--- src/rtl/sprite_link_pkg.sv ---
// Shared types for the SPI sprite link: command codes, the draw record and the command FSM states.
// Every other file of the link imports this package.
package sprite_link_pkg;

  localparam logic [7:0] CMD_DRAW  = 8'h01;
  localparam logic [7:0] CMD_PIXEL = 8'h02;
  localparam logic [7:0] CMD_CLEAR = 8'h03;

  typedef struct packed {
    logic [7:0]  id;
    logic [15:0] x;
    logic [15:0] y;
    logic [7:0]  scale;
  } draw_rec_t;

  typedef enum logic [2:0] {
    ST_IDLE,
    ST_CMD,
    ST_DRAW,
    ST_PIXSEL,
    ST_PIXDATA,
    ST_IGNORE
  } link_state_t;

  // Queue occupancy as it is reported in the 5-bit status field.
  function automatic logic [4:0] sat_count5(input int unsigned c);
    return (c > 31) ? 5'd31 : 5'(c);
  endfunction

endpackage

--- src/rtl/sprite_fifo.sv ---
// Generic record FIFO. Head is the oldest entry; it is visible the cycle after the push and reads 0 when empty.
// A push to a full queue is accepted only when it pops in the same cycle, and flush overrides push and pop.
module sprite_fifo
  import sprite_link_pkg::*;
#(
  parameter int  DEPTH = 16,
  parameter type rec_t = draw_rec_t
) (
  input  logic                     clock,
  input  logic                     reset,
  input  logic                     push,
  input  rec_t                     push_data,
  input  logic                     pop,
  input  logic                     flush,
  output rec_t                     head,
  output logic [$clog2(DEPTH):0]   count,
  output logic                     empty,
  output logic                     full
);

  localparam int AW = $clog2(DEPTH);
  localparam int CW = AW + 1;

  rec_t          mem [DEPTH];
  logic [AW-1:0] rd_ptr;
  logic [AW-1:0] wr_ptr;
  logic          do_pop;
  logic          do_push;

  assign empty   = (count == '0);
  assign full    = (count == CW'(DEPTH));
  assign do_pop  = pop && !empty && !flush;
  assign do_push = push && !flush && (!full || do_pop);
  assign head    = empty ? '0 : mem[rd_ptr];

  always_ff @(posedge clock) begin
    if (reset || flush) begin
      rd_ptr <= '0;
      wr_ptr <= '0;
      count  <= '0;
    end else begin
      if (do_push) wr_ptr <= wr_ptr + 1'b1;
      if (do_pop)  rd_ptr <= rd_ptr + 1'b1;
      unique case ({do_push, do_pop})
        2'b10:   count <= count + 1'b1;
        2'b01:   count <= count - 1'b1;
        default: count <= count;
      endcase
    end
  end

  always_ff @(posedge clock) begin
    if (do_push) mem[wr_ptr] <= push_data;
  end

endmodule

--- src/rtl/spi_sprite_link.sv ---
// SPI mode-0 slave in the FPGA clock domain: framed commands feed the sprite-store write port and a draw queue.
// Optional feature macro SPI_LINK_STATUS_EN: queue status is shifted out on spi_miso during the command byte.
module spi_sprite_link
  import sprite_link_pkg::*;
#(
  parameter  int SPRITE_NUM    = 16,
  parameter  int SPRITE_ADDR_W = 12,
  parameter  int QUEUE_DEPTH   = 16,
  localparam int SEL_W         = (SPRITE_NUM > 1) ? $clog2(SPRITE_NUM) : 1
) (
  input  logic                     clock,
  input  logic                     reset,
  input  logic                     spi_clk,
  input  logic                     spi_mosi,
  input  logic                     spi_cs,
  output logic                     spi_miso,
  output logic [SEL_W-1:0]         sprite_select,
  output logic                     sprite_w_en,
  output logic [SPRITE_ADDR_W-1:0] sprite_w_addr,
  output logic [7:0]               sprite_w_data,
  input  logic                     dequeue,
  output logic                     is_empty,
  output logic                     is_full,
  output logic                     overflow,
  output logic [7:0]               sprite_id,
  output logic [15:0]              sprite_x,
  output logic [15:0]              sprite_y,
  output logic [7:0]               sprite_scale
);

  localparam int CW = $clog2(QUEUE_DEPTH) + 1;

  logic [2:0] sck_sync;
  logic [1:0] mosi_sync;
  logic [2:0] cs_sync;
  logic       sck_rise;
  logic       cs_high;
  logic       cs_fall;

  // CS synchroniser resets to "selected" so a frame already in progress never looks like a new start.
  always_ff @(posedge clock) begin
    if (reset) begin
      sck_sync  <= '0;
      mosi_sync <= '0;
      cs_sync   <= '0;
    end else begin
      sck_sync  <= {sck_sync[1:0], spi_clk};
      mosi_sync <= {mosi_sync[0], spi_mosi};
      cs_sync   <= {cs_sync[1:0], spi_cs};
    end
  end

  assign sck_rise = sck_sync[1] & ~sck_sync[2];
  assign cs_high  = cs_sync[1];
  assign cs_fall  = ~cs_sync[1] & cs_sync[2];

  logic [6:0] shreg;
  logic [7:0] rx_byte;
  logic [2:0] bit_cnt;
  logic       byte_valid;

  always_ff @(posedge clock) begin
    if (reset || cs_high) begin
      bit_cnt    <= '0;
      byte_valid <= 1'b0;
    end else begin
      byte_valid <= 1'b0;
      if (sck_rise) begin
        shreg   <= {shreg[5:0], mosi_sync[1]};
        bit_cnt <= bit_cnt + 3'd1;
        if (bit_cnt == 3'd7) begin
          byte_valid <= 1'b1;
          rx_byte    <= {shreg, mosi_sync[1]};
        end
      end
    end
  end

  link_state_t state;
  link_state_t state_nx;
  logic        take_cmd;
  logic        take_clear;
  logic        take_draw;
  logic        take_sel;
  logic        take_pix;

  always_ff @(posedge clock) begin
    if (reset) state <= ST_IDLE;
    else       state <= state_nx;
  end

  always_comb begin
    state_nx = state;
    if (cs_high) begin
      state_nx = ST_IDLE;
    end else begin
      unique case (state)
        ST_IDLE:   if (cs_fall) state_nx = ST_CMD;
        ST_CMD: begin
          if (byte_valid) begin
            unique case (rx_byte)
              CMD_DRAW:  state_nx = ST_DRAW;
              CMD_PIXEL: state_nx = ST_PIXSEL;
              default:   state_nx = ST_IGNORE;
            endcase
          end
        end
        ST_PIXSEL: if (byte_valid) state_nx = ST_PIXDATA;
        default:   state_nx = state;
      endcase
    end
  end

  always_comb begin
    take_cmd   = 1'b0;
    take_clear = 1'b0;
    take_draw  = 1'b0;
    take_sel   = 1'b0;
    take_pix   = 1'b0;
    if (byte_valid && !cs_high) begin
      unique case (state)
        ST_CMD: begin
          take_cmd   = 1'b1;
          take_clear = (rx_byte == CMD_CLEAR);
        end
        ST_DRAW:    take_draw = 1'b1;
        ST_PIXSEL:  take_sel  = 1'b1;
        ST_PIXDATA: take_pix  = 1'b1;
        default:    ;
      endcase
    end
  end

  logic [2:0]               draw_idx;
  draw_rec_t                rec_buf;
  logic                     push_req;
  logic [SPRITE_ADDR_W-1:0] pix_addr;
  draw_rec_t                head;
  logic [CW-1:0]            fifo_count;
  logic                     fifo_empty;
  logic                     fifo_full;

  // The drop decision is made in the cycle the record reaches the queue, against that cycle's dequeue.
  always_ff @(posedge clock) begin
    if (reset) begin
      draw_idx      <= '0;
      rec_buf       <= '0;
      push_req      <= 1'b0;
      overflow      <= 1'b0;
      sprite_select <= '0;
      pix_addr      <= '0;
      sprite_w_en   <= 1'b0;
      sprite_w_addr <= '0;
      sprite_w_data <= '0;
    end else begin
      push_req    <= 1'b0;
      sprite_w_en <= 1'b0;
      if (state != ST_DRAW) draw_idx <= '0;
      if (take_draw) begin
        unique case (draw_idx)
          3'd0:    rec_buf.id       <= rx_byte;
          3'd1:    rec_buf.x[15:8]  <= rx_byte;
          3'd2:    rec_buf.x[7:0]   <= rx_byte;
          3'd3:    rec_buf.y[15:8]  <= rx_byte;
          3'd4:    rec_buf.y[7:0]   <= rx_byte;
          default: rec_buf.scale    <= rx_byte;
        endcase
        push_req <= (draw_idx == 3'd5);
        draw_idx <= (draw_idx == 3'd5) ? 3'd0 : draw_idx + 3'd1;
      end
      if (take_clear)
        overflow <= 1'b0;
      else if (push_req && (fifo_count == CW'(QUEUE_DEPTH)) && !dequeue)
        overflow <= 1'b1;
      if (take_sel) begin
        sprite_select <= rx_byte[SEL_W-1:0];
        pix_addr      <= '0;
      end
      if (take_pix) begin
        sprite_w_en   <= 1'b1;
        sprite_w_addr <= pix_addr;
        sprite_w_data <= rx_byte;
        pix_addr      <= pix_addr + 1'b1;
      end
    end
  end

  sprite_fifo #(
    .DEPTH (QUEUE_DEPTH),
    .rec_t (draw_rec_t)
  ) u_fifo (
    .clock     (clock),
    .reset     (reset),
    .push      (push_req),
    .push_data (rec_buf),
    .pop       (dequeue),
    .flush     (take_clear),
    .head      (head),
    .count     (fifo_count),
    .empty     (fifo_empty),
    .full      (fifo_full)
  );

  assign is_empty     = fifo_empty;
  assign is_full      = fifo_full;
  assign sprite_id    = head.id;
  assign sprite_x     = head.x;
  assign sprite_y     = head.y;
  assign sprite_scale = head.scale;

`ifdef SPI_LINK_STATUS_EN
  logic [7:0] status_sr;
  logic       status_active;
  logic       sck_fall;

  assign sck_fall = ~sck_sync[1] & sck_sync[2];

  always_ff @(posedge clock) begin
    if (reset) begin
      status_sr     <= '0;
      status_active <= 1'b0;
    end else if (cs_high) begin
      status_active <= 1'b0;
    end else if (cs_fall) begin
      status_sr     <= {overflow, fifo_full, fifo_empty, sat_count5(int'(fifo_count))};
      status_active <= 1'b1;
    end else if (status_active) begin
      if (take_cmd)      status_active <= 1'b0;
      else if (sck_fall) status_sr     <= {status_sr[6:0], 1'b0};
    end
  end

  assign spi_miso = status_active & status_sr[7];
`else
  assign spi_miso = 1'b0;
`endif

endmodule

--- config.mk ---
export PLATFORM = sky130hd
export DESIGN_NAME = spi_sprite_link
export DESIGN_NICKNAME = d
export VERILOG_FILES = /design/src/rtl/sprite_link_pkg.sv /design/src/rtl/sprite_fifo.sv /design/src/rtl/spi_sprite_link.sv
export SDC_FILE = /design/constraint.sdc
export NUM_CORES = 1
export LEC_CHECK = 0
export CAP_MARGIN = 30
export CORE_ASPECT_RATIO = 1.5
export CORE_MARGIN = 8
export CORE_UTILIZATION = 38
export DETAILED_ROUTE_END_ITERATION = 16
export GPL_TIMING_DRIVEN = 0
export PLACE_DENSITY_LB_ADDON = 0.2
export SYNTH_ARGS = -nofsm -noshare
export SYNTH_HDL_FRONTEND = slang
export SYNTH_SLANG_ARGS = --single-unit
--- constraint.sdc ---
create_clock -name clock -period 13.2 [get_ports clock]
set_clock_uncertainty 0.15 [all_clocks]
set_input_delay 2.64 -clock clock [delete_from_list [all_inputs] [get_ports clock]]
set_output_delay 2.64 -clock clock [all_outputs]
set_load 0.1 [all_outputs]
==> flow_metrics.py <==
metrics = {
    "clocking": {
        "cts_resized": 0,
        "cts_tree": "built",
        "hold_buffers": 0,
        "cts_inserted_buffers": 81,
        "clkTransAtPathRegs_ps": 60,
        "cts_sinks": 905,
        "clk_latency_ps": 650,
        "postCtsSetupBuffers": 0,
        "clockBufferDepth": 3,
        "root_buffer": "clkbuf_16",
        "cts_max_level": 3,
    },
    "drt": {
        "met2_length_mm": 46.1,
        "wire_per_inst_um": 26.8,
        "drt_first_pass_iters": 5,
        "route.met3.wl_mm": 4.03,
        "drt-total-wl_mm": 85.9,
        "top_layer": "met4",
        "via_per_inst": 5.34,
        "drtAntennaViolNets": 0,
        "m1WireLength_mm": 33.2,
        "vias": 17100,
        "drc": 0,
        "drtIter0Drc": 1383,
    },
    "worst_hold_path": {
        "min_from": "shreg[6]",
        "whs_endpoint": "rx_byte[7]",
        "whs_path_depth": 0,
        "hp-class": "reg2reg",
    },
    "timing": {
        "hold_viol_final": 0,
        "rsz0062_at_grt": "no",
        "fmax_ghz": 0.130,
        "finalCritPeriodShare_pct": 58.3,
        "setup_viol": 0,
        "min_period_ps": 7690,
        "worst_pin_slew_ps": 1010,
        "layout_setup_ws_ps": 5510,
        "relSlewSlack_pct": 32.4,
        "finalSetupTns_ps": 0,
        "final_max_slew_viol_count": 0,
    },
    "floorplanning": {
        "ios": 83,
        "dieArea_mm2": 0.100,
        "fp.dieW_um": 261,
        "die_h_um": 383,
        "coreArea_mm2": 0.0897,
        "initial_core_util_pct": 38.1,
        "rows": 135,
    },
    "logic_synthesis": {
        "syn_avg_cell_area_um2": 19.7,
        "synth_top_area_share_pct": 68.7,
        "ys_types": 55,
        "ys_async_sr_fraction_pct": 0,
        "synthFlopType": "edfxtp_1",
        "synth-seq-area-share_pct": 75.9,
        "yosysTopAreaCell": "edfxtp_1",
        "ys_ff_latch": 905,
        "synthesis.nets": 1757,
        "synthTopCellsByArea": "edfxtp_1 (69%), mux4_2 (13%), dfxtp_1 (7.1%)",
        "yosys_warnings": 0,
        "postSynthCellCount": 1739,
        "syn_area_mm2": 0.0342,
        "synth_edf_count": 783,
    },
    "pwr": {
        "power.total_mw": 5.55,
        "switching_share_pct": 18.9,
        "internal-power_mw": 4.50,
        "p_per_area_mw_per_mm2": 137,
        "power.switching_mw": 1.05,
        "power.leakage_nw": 12.7,
        "pwr-share-seq_pct": 55.2,
        "peakVddDrop_mv": 0.0976,
        "pwr-share-comb_pct": 0.3,
        "clockPowerShare_pct": 44.5,
    },
    "place": {
        "gp_congestion": 0.749,
        "dp.cells": 3051,
        "place_ws_ps": 6060,
        "place_hpwl_mm": 57.9,
        "io_buffers": 81,
    },
    "worst_setup_path": {
        "path_cells": "clkbuf_1, buf_2, clkbuf_1, mux4_2, mux2i_1, o21ai_0, clkdlybuf4s50_1",
        "slowest_stage": "clkdlybuf4s50_1",
        "ff2ff_path_depth": 14,
        "worst_setup_path_start_kind": "flop",
        "cp_data_arrival_time_ps": 4900,
        "cp_top_family": "buffers and inverters",
        "max_stage_delay_ps": 1270,
        "r2r_start": "rx_byte[7]",
        "path_class": "reg2out",
        "critPathBufInv": 4,
        "worstPathRequired_ps": 10410,
        "crit_path_end_kind": "output port",
        "reg2reg_to": "u_fifo.count[4]",
        "crit_top_cell": "clkbuf_1",
        "rrSetupSlack_ps": 9220,
        "path_max_fanout": 10,
    },
    "outcome": {
        "status": "complete, no violations",
    },
    "finish": {
        "area_growth_pct": 18.4,
        "n_antenna_cell": 0,
        "drive_gt1_share_pct": 22.5,
        "fin_cells": 3201,
        "layout.nets": 1992,
        "fin_util_pct": 45.2,
    },
    "global_routing": {
        "grt_use_total_pct": 17.3,
        "grt_max_degree": 21,
        "antenna_found_initial": 1,
        "grt_pass1_wl_mm": 125,
        "grt_overflow": 0,
        "grt_pass1_vias": 18300,
    },
    "flow_run": {
        "drv_cap": 0,
    },
}
-- worst max-delay path by stage --
stage	start	end	slack, ps	cells past startpoint
floorplan	dequeue	u_fifo.mem[0][0]	6200	4
global placement	dequeue	u_fifo.mem[0][1]	610	5
detailed placement	flop	sprite_x[11]	6060	7
CTS	flop	sprite_x[11]	5310	7
global route	flop	sprite_x[11]	5270	7
finish	flop	sprite_x[11]	5510	7
-- cells by family after synthesis --
logic type               count (synthesis)  share of synthesized area [%]
flip-flops                             905                           75.9
multiplexers                           294                           15.6
AND/OR/NAND/NOR                        237                           3.35
AO/OA/AOI/OAI                          163                           2.90
buffers and inverters                  113                           1.44
XOR/XNOR                                14                          0.358
adder cells (fa/ha/maj)                 12                          0.439
other                                    1                         0.0110
-- power groups by stage --
stage               logic, mW  registers [mW]  clock network [mW]
detailed placement     0.0160            3.12                   0
global placement       0.0155            3.12                   0
floorplan             0.00872            3.12                   0
global route           0.0172            3.06                2.62
CTS                    0.0161            3.06                2.52
finish                 0.0160            3.06                2.47
-- layout by cell type, fill, tap and decap left out, types with 50 or more instances in the layout --
cell type,instances
nor2_1,90
clkbuf_16,85
nand2_1,55
mux2i_1,101
mux4_2,192
edfxtp_1,783
clkbuf_1,62
a22oi_1,50
clkdlybuf4s50_1,81
dfxtp_1,122
-- layer usage --
layer	global-route usage, %	vias to the layer above
met2	31.3	424
met3	3.46	126
li1	-	7472
met1	20.2	9081
met5	0	-
met4	5.89	0
-- sequential cells by signal, summed over array words and instances (netlist names), 2 cells and up, named ones only --
signal / flops
pix_addr: 12
u_fifo.mem: 768
shreg: 7
bit_cnt: 3
mosi_sync: 2
u_fifo.wr_ptr: 4
draw_idx: 3
rec_buf: 48
sprite_select: 4
cs_sync: 3
state: 3
sprite_w_addr: 12
sprite_w_data: 8
u_fifo.count: 5
u_fifo.rd_ptr: 4
rx_byte: 8
sck_sync: 3
-- metrics by stage --
stage / area (µm²) / hold slack (ps)
after CTS: 40400 / 274
after floorplan: 34200 / 250
after detailed placement: 37700 / 260
after global routing: 40500 / 276
final: 40500 / 274
after global placement: 36500 / 262
-- cells in the mapped netlist (all sizes together) (3+ instances only) --
cell,number
buf,55
a21oi,37
nor2,103
nand2b,6
nand3,10
nand3b,6
xor2,5
nand2,55
and3,7
nor3,10
dfxtp,122
o31ai,4
edfxtp,783
clkbuf,48
a311oi,3
nor3b,3
inv,10
xnor2,9
ha,12
o21ai,56
or2,6
mux2i,101
mux4,192
nand4b,3
a22oi,50
a31oi,5
nor2b,11
nor4,4
or3,5
-- layout make-up --
type | instances | area (µm²)
buffer | 103 | 454
fill | 7521 | 49200
multi-input combinational | 721 | 7870
inverter | 10 | 37.5
clock buffer | 106 | 2280
clock inverter | 40 | 505
timing repair buffer | 152 | 1950
tap | 1164 | 1460
sequential | 905 | 26000
No activity file was read; power rests on OpenSTA's default activity.
